--- config.mk ---
export PLATFORM = sky130hd
export DESIGN_NAME = uart_rx_flat
export DESIGN_NICKNAME = d
export VERILOG_FILES = /design/src/rtl/uart_pkg.sv /design/src/rtl/uart_rx_if.sv /design/src/rtl/uart_rx_sync.sv /design/src/rtl/uart_rx.sv /design/src/flat_wrapper.sv
export SDC_FILE = /design/constraint.sdc
export NUM_CORES = 1
export LEC_CHECK = 0
export ABC_CLOCK_PERIOD_IN_PS = 1600
export BUFFER_PORTS_ARGS = -buffer_cell sky130_fd_sc_hd__buf_2
export CAP_MARGIN = 20
export CORE_UTILIZATION = 25
export DETAILED_ROUTE_END_ITERATION = 10
export GPL_TIMING_DRIVEN = 0
export PLACE_DENSITY = 0.49
export SLEW_MARGIN = 20
export SYNTH_ARGS = -nofsm -noshare
export SYNTH_HDL_FRONTEND = slang
export SYNTH_SLANG_ARGS = --single-unit
--- constraint.sdc ---
create_clock -name clk -period 1.6 [get_ports clk]
set_input_delay 0.08 -clock clk [delete_from_list [all_inputs] [get_ports clk]]
set_output_delay 0.08 -clock clk [all_outputs]
set_load 0.03 [all_outputs]
--- src/rtl/uart_pkg.sv ---
// Shared UART definitions: default framing constants, receiver FSM state encoding
// and the 2-of-3 majority vote used by the receive path.
package uart_pkg;

    localparam int UART_OVERSAMPLE = 16;
    localparam int UART_DATA_BITS  = 8;

    typedef enum logic [2:0] {
        UART_ST_IDLE   = 3'd0,
        UART_ST_START  = 3'd1,
        UART_ST_DATA   = 3'd2,
        UART_ST_PARITY = 3'd3,
        UART_ST_STOP   = 3'd4
    } uart_state_e;

    function automatic logic uart_majority3(input logic a, input logic b, input logic c);
        return (a & b) | (a & c) | (b & c);
    endfunction

endpackage

--- src/rtl/uart_rx_if.sv ---
// Receiver-to-parser byte interface: the receiver drives through the master modport,
// the command parser observes through the slave modport.
interface uart_rx_if import uart_pkg::*; #(parameter int DATA_BITS = UART_DATA_BITS);

    logic [DATA_BITS-1:0] data;
    logic                 valid;
    logic                 frame_err;
    logic                 parity_err;
    logic                 busy;

    modport master (output data, valid, frame_err, parity_err, busy);
    modport slave  (input  data, valid, frame_err, parity_err, busy);

endinterface

--- src/rtl/uart_rx_sync.sv ---
// Two-flop synchroniser for an asynchronous input that idles high; both stages
// reset to 1 so a reset never looks like a falling edge.
module uart_rx_sync (
    input  logic clk,
    input  logic reset,
    input  logic d,
    output logic q
);

    logic meta_q, meta_d;
    logic sync_q, sync_d;

    always_comb begin
        meta_d = d;
        sync_d = meta_q;
    end

    always_ff @(posedge clk) begin
        if (reset) begin
            meta_q <= 1'b1;
            sync_q <= 1'b1;
        end else begin
            meta_q <= meta_d;
            sync_q <= sync_d;
        end
    end

    assign q = sync_q;

endmodule

--- src/rtl/uart_rx.sv ---
// Oversampling UART receiver with mid-cell 2-of-3 voting and a 1-cycle valid strobe.
// Define UART_RX_PARITY_EN to add a parity cell between the data bits and the stop bit.
//
// state  | meaning
// IDLE   | line idle, waiting for a tick with rx_s low
// START  | validating the start bit; a high vote aborts as a false start
// DATA   | shifting in DATA_BITS payload bits, LSB first
// PARITY | voting the parity cell (UART_RX_PARITY_EN only)
// STOP   | voting the stop bit; result is published at the vote tick
module uart_rx import uart_pkg::*; #(
    parameter int DATA_BITS  = UART_DATA_BITS,
    parameter int OVERSAMPLE = UART_OVERSAMPLE,
    parameter int PARITY_ODD = 0
) (
    input  logic        clk,
    input  logic        reset,
    input  logic        tick,
    input  logic        rxd,
    uart_rx_if.master   rx_bus
);

    localparam int SC_W = $clog2(OVERSAMPLE);
    localparam int BI_W = $clog2(DATA_BITS);
    localparam int M    = OVERSAMPLE / 2;

    localparam logic [SC_W-1:0] SC_PRE  = SC_W'(M - 1);
    localparam logic [SC_W-1:0] SC_MID  = SC_W'(M);
    localparam logic [SC_W-1:0] SC_VOTE = SC_W'(M + 1);
    localparam logic [SC_W-1:0] SC_LAST = SC_W'(OVERSAMPLE - 1);
    localparam logic [BI_W-1:0] BI_LAST = BI_W'(DATA_BITS - 1);

    localparam logic [2:0] S_IDLE   = UART_ST_IDLE;
    localparam logic [2:0] S_START  = UART_ST_START;
    localparam logic [2:0] S_DATA   = UART_ST_DATA;
    localparam logic [2:0] S_PARITY = UART_ST_PARITY;
    localparam logic [2:0] S_STOP   = UART_ST_STOP;

    if (DATA_BITS < 5 || DATA_BITS > 9) begin : g_bad_data_bits
        $error("uart_rx: DATA_BITS must be 5..9");
    end
    if (OVERSAMPLE < 8 || OVERSAMPLE > 32) begin : g_bad_oversample
        $error("uart_rx: OVERSAMPLE must be 8..32");
    end
    if (PARITY_ODD != 0 && PARITY_ODD != 1) begin : g_bad_parity_odd
        $error("uart_rx: PARITY_ODD must be 0 or 1");
    end

    logic                 rx_s;
    logic [2:0]           state_q, state_d;
    logic [SC_W-1:0]      sc_q, sc_d;
    logic [BI_W-1:0]      bit_idx_q, bit_idx_d;
    logic [DATA_BITS-1:0] shift_q, shift_d;
    logic [1:0]           samp_q, samp_d;
    logic [DATA_BITS-1:0] data_q, data_d;
    logic                 valid_q, valid_d;
    logic                 frame_err_q, frame_err_d;
    logic                 parity_err_q, parity_err_d;
    logic                 vote, vote_now, cell_end;
`ifdef UART_RX_PARITY_EN
    localparam logic PAR_SENSE = PARITY_ODD[0];
    logic                 parity_bad_q, parity_bad_d;
`endif

    uart_rx_sync u_sync (
        .clk   (clk),
        .reset (reset),
        .d     (rxd),
        .q     (rx_s)
    );

    // Samples at M-1 and M are held; the third is the live line on the vote tick.
    assign vote     = uart_majority3(samp_q[1], samp_q[0], rx_s);
    assign vote_now = (sc_q == SC_VOTE);
    assign cell_end = (sc_q == SC_LAST);

    always_comb begin
        state_d      = state_q;
        sc_d         = sc_q;
        bit_idx_d    = bit_idx_q;
        shift_d      = shift_q;
        samp_d       = samp_q;
        data_d       = data_q;
        valid_d      = 1'b0;
        frame_err_d  = 1'b0;
        parity_err_d = 1'b0;
`ifdef UART_RX_PARITY_EN
        parity_bad_d = parity_bad_q;
`endif
        if (tick) begin
            if (state_q == S_IDLE) begin
                if (!rx_s) begin
                    state_d = S_START;
                    sc_d    = SC_W'(1);
                end
            end else begin
                sc_d = cell_end ? '0 : sc_q + SC_W'(1);
                if (sc_q == SC_PRE) samp_d[1] = rx_s;
                if (sc_q == SC_MID) samp_d[0] = rx_s;
                case (state_q)
                    S_START: begin
                        if (vote_now && vote) begin
                            state_d = S_IDLE;
                            sc_d    = '0;
                        end else if (cell_end) begin
                            state_d   = S_DATA;
                            bit_idx_d = '0;
                        end
                    end
                    S_DATA: begin
                        if (vote_now) shift_d = {vote, shift_q[DATA_BITS-1:1]};
                        if (cell_end) begin
                            if (bit_idx_q == BI_LAST) begin
`ifdef UART_RX_PARITY_EN
                                state_d = S_PARITY;
`else
                                state_d = S_STOP;
`endif
                            end else begin
                                bit_idx_d = bit_idx_q + BI_W'(1);
                            end
                        end
                    end
`ifdef UART_RX_PARITY_EN
                    S_PARITY: begin
                        if (vote_now) parity_bad_d = (((^shift_q) ^ vote) != PAR_SENSE);
                        if (cell_end) state_d = S_STOP;
                    end
`endif
                    S_STOP: begin
                        // Publish at the vote so a start bit right after the stop bit is not missed.
                        if (vote_now) begin
                            data_d      = shift_q;
                            valid_d     = 1'b1;
                            frame_err_d = !vote;
`ifdef UART_RX_PARITY_EN
                            parity_err_d = parity_bad_q;
`endif
                            state_d     = S_IDLE;
                            sc_d        = '0;
                        end
                    end
                    default: begin
                        state_d = S_IDLE;
                        sc_d    = '0;
                    end
                endcase
            end
        end
    end

    always_ff @(posedge clk) begin
        if (reset) begin
            state_q      <= S_IDLE;
            sc_q         <= '0;
            bit_idx_q    <= '0;
            shift_q      <= '0;
            samp_q       <= '0;
            data_q       <= '0;
            valid_q      <= 1'b0;
            frame_err_q  <= 1'b0;
            parity_err_q <= 1'b0;
`ifdef UART_RX_PARITY_EN
            parity_bad_q <= 1'b0;
`endif
        end else begin
            state_q      <= state_d;
            sc_q         <= sc_d;
            bit_idx_q    <= bit_idx_d;
            shift_q      <= shift_d;
            samp_q       <= samp_d;
            data_q       <= data_d;
            valid_q      <= valid_d;
            frame_err_q  <= frame_err_d;
            parity_err_q <= parity_err_d;
`ifdef UART_RX_PARITY_EN
            parity_bad_q <= parity_bad_d;
`endif
        end
    end

    assign rx_bus.data       = data_q;
    assign rx_bus.valid      = valid_q;
    assign rx_bus.frame_err  = frame_err_q;
    assign rx_bus.parity_err = parity_err_q;
    assign rx_bus.busy       = (state_q != S_IDLE);

endmodule

--- src/flat_wrapper.sv ---
// flat-port wrapper written by rule: the top's interface ports become plain ports
module uart_rx_flat import uart_pkg::*;
#(
    parameter int DATA_BITS  = UART_DATA_BITS,
    parameter int OVERSAMPLE = UART_OVERSAMPLE,
    parameter int PARITY_ODD = 0
)
  (clk, reset, tick, rxd, rx_bus_data, rx_bus_valid, rx_bus_frame_err, rx_bus_parity_err, rx_bus_busy);
  uart_rx_if #(.DATA_BITS(DATA_BITS)) rx_bus_i ();
  input  logic clk;
  input  logic reset;
  input  logic tick;
  input  logic rxd;
  output wire logic [$bits(rx_bus_i.data)-1:0] rx_bus_data;
  output wire logic [$bits(rx_bus_i.valid)-1:0] rx_bus_valid;
  output wire logic [$bits(rx_bus_i.frame_err)-1:0] rx_bus_frame_err;
  output wire logic [$bits(rx_bus_i.parity_err)-1:0] rx_bus_parity_err;
  output wire logic [$bits(rx_bus_i.busy)-1:0] rx_bus_busy;
  assign rx_bus_data = rx_bus_i.data;
  assign rx_bus_valid = rx_bus_i.valid;
  assign rx_bus_frame_err = rx_bus_i.frame_err;
  assign rx_bus_parity_err = rx_bus_i.parity_err;
  assign rx_bus_busy = rx_bus_i.busy;
  uart_rx #(.DATA_BITS(DATA_BITS), .OVERSAMPLE(OVERSAMPLE), .PARITY_ODD(PARITY_ODD)) u_core (.clk(clk), .reset(reset), .tick(tick), .rxd(rxd), .rx_bus(rx_bus_i));
endmodule
Word level (Yosys, flattened, before mapping)
Cells that the tools add are included.
W data, S select, Z words.
{"block": "classes", "shift": 0, "n_eq_ne": 17, "reduce_logical": 14, "n_mux": 20, "n_addsub": 2, "bitwise_logic": 9, "n_mul": 0, "n_div": 0, "order_cmp": 0}
{"op": "$mux W3", "n": 11}
{"op": "$mux W4", "n": 5}
{"op": "$eq A4 B4 Y1 const B", "n": 3}
{"op": "$pmux W4 S3", "n": 1}
{"op": "$ne A3 B1 Y1 const B", "n": 3}
{"op": "$pmux W3 S3", "n": 1}
{"op": "$reduce_and A4 Y1", "n": 2}
{"op": "$reduce_and A7 Y1", "n": 1}
{"op": "$eq A3 B3 Y1 const B", "n": 2}
{"op": "$ne A2 B2 Y1 const B", "n": 3}
{"op": "$pmux W3 S2", "n": 1}
{"op": "$reduce_and A3 Y1", "n": 2}
{"op": "$reduce_and A6 Y1", "n": 1}
{"op": "$reduce_or A5 Y1", "n": 1}
{"op": "$add A4 B1 Y4 const B", "n": 1}
{"op": "$eq A4 B3 Y1 const B", "n": 1}
{"op": "$ne A2 B1 Y1 const B", "n": 2}
{"op": "$ne A4 B1 Y1 const B", "n": 1}
{"op": "$not A1 Y1", "n": 4}
{"op": "$reduce_or A4 Y1", "n": 1}
{"op": "$add A3 B1 Y3 const B", "n": 1}
{"op": "$and A1 B1 Y1", "n": 3}
{"op": "$eq A3 B1 Y1 const B", "n": 1}
{"op": "$eq A3 B2 Y1 const B", "n": 1}
{"op": "8 further kinds", "n": 9}
{"block": "totals", "input_bits": 4, "latchBits": 0, "mem_bits_rw": 0, "wordCells": 73, "regBits": 32, "mem_bits_ro": 0, "n_memories": 0, "output_inout_bits": 12}

Logic depth before layout (Yosys ltp)
Gate-level depths: netlist of the first run.
{"block": "logic_depth", "ltp_word": 7, "ltp_mapped": 8}

Cells and area by module
From an unflattened synthesis of the first run, not the netlist that was laid out.
{"block": "unflattened", "hier_cells": 154, "hier_area_um2": 1466.4}
{"mod": "uart_rx", "instances": 1, "cells_each": 150, "seq_area_each_um2": 600.6, "area_per_inst_um2": 1413.9}
{"mod": "uart_rx_sync", "instances": 1, "cells_each": 4, "seq_area_each_um2": 40.0, "area_per_inst_um2": 52.6}

Worst setup path after synthesis of the first run
Ideal clock, no wire load.
{"block": "synth_path", "path_type": "reg2reg", "startpoint": "register u_core.sc_q[1]", "endpoint": "register u_core.state_q[0]", "arrival_ps": 1539, "required_ps": 1479, "stages_incl_launch_ff": 8, "setup_ps": 121, "path_slack_ps": -60, "cell_sequence": "dfxtp_1 > inv_1 > ha_1 > and3b_1 > buf_4 > a211o_1 > nand3_1 > mux2_2"}
{"block": "synth_between", "elab_chain_len": 5}
{"item": "start: declaration", "line": "uart_rx.sv:50", "rtl": "logic [SC_W-1:0] sc_q, sc_d;"}
{"item": "start signal: assignment", "line": "uart_rx.sv:154", "rtl": "sc_q <= '0;"}
{"item": "start signal: assignment", "line": "uart_rx.sv:167", "rtl": "sc_q <= sc_d;"}
{"item": "$eq A4 B4 Y1", "line": "uart_rx.sv:73", "rtl": "assign vote_now = (sc_q == SC_VOTE);"}
{"item": "$logic_and A1 B1 Y1", "line": "uart_rx.sv:101", "rtl": "if (vote_now && vote) begin"}
{"item": "$mux W3", "line": "uart_rx.sv:101"}
{"item": "$pmux W3 S3", "line": "uart_rx.sv:99", "rtl": "case (state_q)"}
{"item": "$mux W3", "line": "uart_rx.sv:90", "rtl": "if (state_q == S_IDLE) begin"}
{"item": "end signal: assignment", "line": "uart_rx.sv:166", "rtl": "state_q <= state_d;"}
{"item": "end: declaration", "line": "uart_rx.sv:49", "rtl": "logic [2:0] state_q, state_d;"}
Parallel ways exist; a longest one is shown, timed or not.
A chain may end at the register's enable or synchronous reset.

Worst setup path after layout of the first run
Same ends and word-level chain as after synthesis.

==> flow_summary_export.csv, run 1 <==
group,metric,value,unit
synth,synth_area,1496,µm²
route,drt-initial-drc-count,26,
synth,ys_seq_area_share,42.81,%
route,via_per_inst,4.685,
grt,track_usage,11.51,%
sta,setup_ws,-0.06712,ns
synth,synthArstFlopShare,0,%
cts,clockBufferDepth,2,
worst_setup_path,worstPathMaxFanout,8,
grt,grt_max_degree,13,
hold_path,hold_path_end,"u_core.sc_q[3]",
die,num_rows,27,
synth,synth-seq-cells,32,
layout,final_cell_count_no_fill,257,
route,drc,0,
synth,netlist_instances,158,
route,drt-pass1-iter-count,6,
placed_design,portBuffers,12,
synth,synth_cell_types,45,
worst_setup_path,end_kind,"flop",
sta,finalHoldViolations,0,
placed_design,placed_cells,242,
pwr,power_density,789.5,nW/µm²
pwr,p_leak,0.7873,nW
synth,syn_area_per_cell,9.471,µm²
route,vias,1204,
synth,syn_nets,167,
cts,clock_latency,0.29,ns
synth,yosysTopAreaCell,"dfxtp_1",
die,die_area,6299,µm²
route,routedWlPerCell,12.80,µm
outcome,outcome,"complete, but fails checks",
die,coreArea,5642,µm²
sta,finalCritPeriodShare,104.2,%
pwr,vdd.ir_drop.worst,0.4476,mV
hold_path,hold_path.class,"in2reg",
cts,cts_root_buf,"clkbuf_8",
layout,layout_commonest_cell,"dfxtp_1",
cts,cts_made_buffers,5,
layout,drive_above_1_share,35.68,%
cts,clkTransAtPathRegs,0.08,ns
die,fp.dieH,79.37,µm
flow_run,maxCapViolations,0,
synth,ys_warn_count,0,
pwr,power,1.560,mW
die,die_x,79.37,µm
grt,antenna_found_initial,0,
synth,ys.flop_type,"dfxtp_1",
worst_setup_path,r2r_cells,7,
sta,fin_crit,1.667,ns
sta,hold-worst-slack,0.1603,ns
worst_setup_path,r2r-end,"u_core.state_q[0]",
synth,synth_top_area_share,42.81,%
sta,rsz0062_at_grt,"yes",
route,drtAntennaViolNets,0,
die,start_util,26.52,%
placed_design,hpwlAfterDp,2102,µm
die,ioPinCount,16,
grt,grt_pass1_wl,5595,µm
sta,skew,0.007861,ns
cts,htree_levels,2,
placed_design,gp_congestion,0.7440,
layout,layout.nets,193,
sta,slew_viol_final,0,
outcome,violations,"setup timing",
synth,ys_top_cells_by_area,"dfxtp_1 43%, mux2i_1 12%, nor2_1 5.8%, ha_1 4.2%, nor2b_1 2.1%",
worst_setup_path,critPathKind,"reg2reg",
worst_setup_path,worstPathRequired,1.77,ns
worst_setup_path,timing.rr.start,"u_core.sc_q[1]",
route,wirelength,3289,µm
layout,num_antenna_cells,0,
worst_setup_path,critPathLaunchType,"flop",
cts,cts_sinks,32,
sta,fmaxAchievable,599.8,MHz
layout,fill_cells,572,
layout,area_delta_synth_final,32.02,%
hold_path,hold_depth,3,
worst_setup_path,reg2reg_slack,-0.07,ns
layout,final_cell_mix,"28 x dfxtp_1, 21 x nor2_1, 18 x mux2i_1",
grt,grt_pass1_vias,1175,
hold_path,holdCritStartpoint,"tick",
cts,cts_tree,"built",
synth,synth_edf_count,0,
worst_setup_path,arrival,1.84,ns
grt,overflow,0,
sta,setup_viol,4,
area by class of cell:
class | count | area [µm²] | area share, %
plain buffers | 11 | 77.57 | 3.927
clock inverters | 3 | 23.77 | 1.203
multi-input cells | 110 | 933.4 | 47.25
clock buffers | 5 | 68.82 | 3.483
flip-flops and latches | 32 | 648.1 | 32.81
repair buffers | 19 | 115.1 | 5.826
inverters | 5 | 18.77 | 0.9500
well taps | 72 | 90.09 | 4.560
flip-flops by register name, indices dropped and copies added, names as in the netlist, 2 cells and up:
name and count:
u_core.bit_idx_q 3, u_core.rx_bus.data 8, u_core.samp_q 2, u_core.sc_q 4
u_core.shift_q 8, u_core.state_q 3
kinds of logic after synthesis:
family	synth area share, %
xor+xnor	0.5854
simple gates	20.99
flops	42.81
fa+ha+maj	4.850
other cells	0.2506
buf+inv	5.936
mux	12.79
compound gates	11.79
synth_stat cells, types with 2 or more instances:
master	instances
nor3b_1	2
inv_1	5
and3_1	2
buf_6	2
ha_1	5
mux2i_1	18
or3_1	2
dfxtp_1	32
o31ai_1	2
or3b_1	2
a31oi_1	2
nand2_1	7
buf_4	3
nand3_1	2
buf_2	2
nor2b_1	5
o21ai_0	4
nor2_1	23
or2_2	4
nand2b_1	3
a21oi_1	4
clkbuf_1	4
layer usage:
metal | up-vias | wire length (µm) | GRT usage, %
li1 | 601 | - | -
met1 | 575 | 1578 | 14.15
met2 | 22 | 1557 | 18.53
met3 | 6 | 99 | 3.448
met4 | 0 | 53 | 4.909
met5 | - | 0 | 0
repair_timing:
action | 4_1_cts | 5_1_grt
gates resized for setup | 18 | 16
pin swaps | 7 | 7
hold buffers | 1 | 0
endpoints found under the setup margin | 23 | 27
hold endpoints to repair | 1 | 0
gates cloned | 0 | 0
buffers inserted | 4 | 2
power by group:
part / internal (mW) / switching, mW / total (mW)
combinational: 0.0422 / 0.0646 / 0.107
clock: 0.308 / 0.336 / 0.644
sequential: 0.802 / 0.00661 / 0.809
metrics by stage:
step / setup slack [ns] / cell area (µm²) / util, % / setup TNS (ns)
floorplan: -0.005781 / 1519 / - / -0.005781
CTS: -0.04532 / 1879 / 33.31 / -0.3497
finish: -0.06712 / 1976 / 35.02 / -0.1237
detailed placement: -0.2118 / 1669 / 29.59 / -2.704
global placement: -0.2378 / 1669 / 29.59 / -3.259
global route: -0.1143 / 1976 / 35.02 / -1.034
worst max path at each step:
stage                     depth (start not counted)  slack, ns           start             endpoint
after detailed placement                          5      -0.21  u_core.sc_q[0]  u_core.bit_idx_q[0]
after global routing                              7      -0.11  u_core.sc_q[1]    u_core.state_q[0]
after CTS                                         7      -0.05  u_core.sc_q[1]    u_core.state_q[0]
after global placement                            5      -0.24  u_core.sc_q[0]  u_core.bit_idx_q[0]
final                                             7      -0.07  u_core.sc_q[1]    u_core.state_q[0]
after floorplan                                   7     -0.006  u_core.sc_q[1]    u_core.state_q[0]
worst max-delay path: stages, from the launching register on:
cell and delay, ns:
dfxtp_2 0.35, inv_2 0.05, ha_4 0.14, and3b_1 0.18, buf_6 0.15, a211o_1 0.28, nand3_2 0.10, mux2_4 0.30
(Power assumes the default switching activity.)
==> run 2, diff against run 1 <==
Settings changed: ABC_CLOCK_PERIOD_IN_PS 1600 to 2000, PLACE_DENSITY 0.49 to 0.48.
Clock period 1.6 ns to 2 ns, I/O delays scaled along.
==> flow_summary_export.csv, run 2 (synthesis gave the netlist of run 1 again) <==
group,metric,value,unit
outcome,outcome,"complete, no violations",
cts,clock_latency,0.29,ns
layout,final_cell_count_no_fill,250,
cts,cts_root_buf,"clkbuf_8",
layout,num_antenna_cells,0,
worst_setup_path,critPathKind,"reg2reg",
grt,grt_max_degree,13,
grt,track_usage,11.04,%
sta,finalHoldViolations,0,
die,start_util,26.52,%
cts,htree_levels,2,
cts,cts_made_buffers,5,
grt,antenna_found_initial,0,
sta,setup-tns-final,0,ns
die,ioPinCount,16,
grt,grt_pass1_vias,1070,
sta,rsz0062_at_grt,"no",
cts,cts_setup_buffers,0,
layout,layout.nets,186,
sta,finalCritPeriodShare,91.31,%
worst_setup_path,arrival,2.04,ns
grt,grt_pass1_wl,5250,µm
layout,area_delta_synth_final,17.73,%
placed_design,portBuffers,12,
sta,slew_viol_final,0,
placed_design,gp_congestion,0.7714,
layout,final_cell_mix,"32 x dfxtp_1, 23 x nor2_1, 18 x mux2i_1",
cts,clockBufferDepth,2,
sta,setup_viol,0,
layout,layout_commonest_cell,"dfxtp_1",
sta,fin_crit,1.826,ns
route,via_per_inst,4.480,
cts,cts-resized-gates,0,
sta,fmaxAchievable,547.6,MHz
route,vias,1120,
sta,skew,0.007192,ns
die,coreArea,5642,µm²
worst_setup_path,worstPathMaxFanout,6,
placed_design,hpwlAfterDp,2147,µm
placed_design,placed_cells,242,
hold_path,hold_depth,2,
worst_setup_path,critPathLaunchType,"flop",
die,die_x,79.37,µm
die,die_area,6299,µm²
cts,cts.hold.buffers_added,0,
route,wirelength,3051,µm
cts,cts_tree,"built",
worst_setup_path,worstPathRequired,2.21,ns
pwr,power_density,769.8,nW/µm²
pwr,p_leak,0.7503,nW
route,drc,0,
sta,hold-worst-slack,0.01311,ns
pwr,vdd.ir_drop.worst,0.6300,mV
worst_setup_path,end_kind,"flop",
flow_run,maxCapViolations,0,
die,fp.dieH,79.37,µm
route,drt-initial-drc-count,39,
worst_setup_path,r2r_cells,5,
pwr,power,1.356,mW
layout,drive_above_1_share,19.66,%
cts,clkTransAtPathRegs,0.08,ns
route,routedWlPerCell,12.20,µm
layout,fill_cells,603,
route,drtAntennaViolNets,0,
die,num_rows,27,
hold_path,hold_path.class,"in2reg",
cts,cts_sinks,32,
grt,overflow,0,
route,drt-pass1-iter-count,4,
==> run 2: cell types whose count changed in the layout (fill, tap and decap cells not counted), moves of 3 or more <==
cell / before / now
ha_4: 3 / 0
dfxtp_2: 3 / 0
o21ai_0: 1 / 4
ha_1: 1 / 5
dfxtp_1: 28 / 32
buf_4: 7 / 3
==> run 2: cell type report <==
cell class | count | area, µm² | area share [%]
inverters | 5 | 18.77 | 1.065
clock inverters | 3 | 46.29 | 2.628
clock buffers | 5 | 68.82 | 3.906
multi-input cells | 110 | 767.0 | 43.54
repair buffers | 12 | 60.06 | 3.409
flip-flops and latches | 32 | 640.6 | 36.36
plain buffers | 11 | 70.07 | 3.977
well taps | 72 | 90.09 | 5.114
==> run 2: final timing paths <==
path | end | slack (ns) | from
min reg2reg | u_core.u_sync.q | 0.41 | u_core.u_sync.meta_q
max reg2reg | u_core.bit_idx_q[0] | 0.17 | u_core.sc_q[0]
min | u_core.u_sync.meta_q | 0.01 | rxd
max | u_core.bit_idx_q[0] | 0.17 | u_core.sc_q[0]
==> run 2: worst max-delay path, stage by stage (launching register included) <==
cell	delay, ns
dfxtp_1	0.40
ha_1	0.28
and3_1	0.28
o2111ai_1	0.26
or3_1	0.41
a21oi_1	0.12
==> run 2: power breakdown <==
part	internal [mW]	switching, mW	total (mW)
Combinational	0.0245	0.0417	0.0662
Clock	0.375	0.269	0.644
Sequential	0.642	0.00383	0.646
Total	1.04	0.315	1.36
==> run 2: routing by layer <==
| layer | vias up | track usage [%] | part of all wire [%] |
|---|---|---|---|
| met5 | - | 0 | 0 |
| met4 | 0 | 4.909 | 1.3 |
| met3 | 5 | 2.759 | 2.1 |
| met2 | 14 | 16.55 | 43 |
| met1 | 512 | 14.81 | 54 |
| li1 | 589 | - | - |
==> run 2: metrics by stage <==
| step | setup slack [ns] | util (%) | area, µm² |
|---|---|---|---|
| final | 0.1738 | 31.23 | 1762 |
| after floorplan | 0.3405 | - | 1496 |
| after detailed placement | 0.2009 | 29.19 | 1647 |
| after CTS | 0.1695 | 31.23 | 1762 |
| after global placement | 0.2050 | 29.19 | 1647 |
| after global routing | 0.02190 | 31.23 | 1762 |
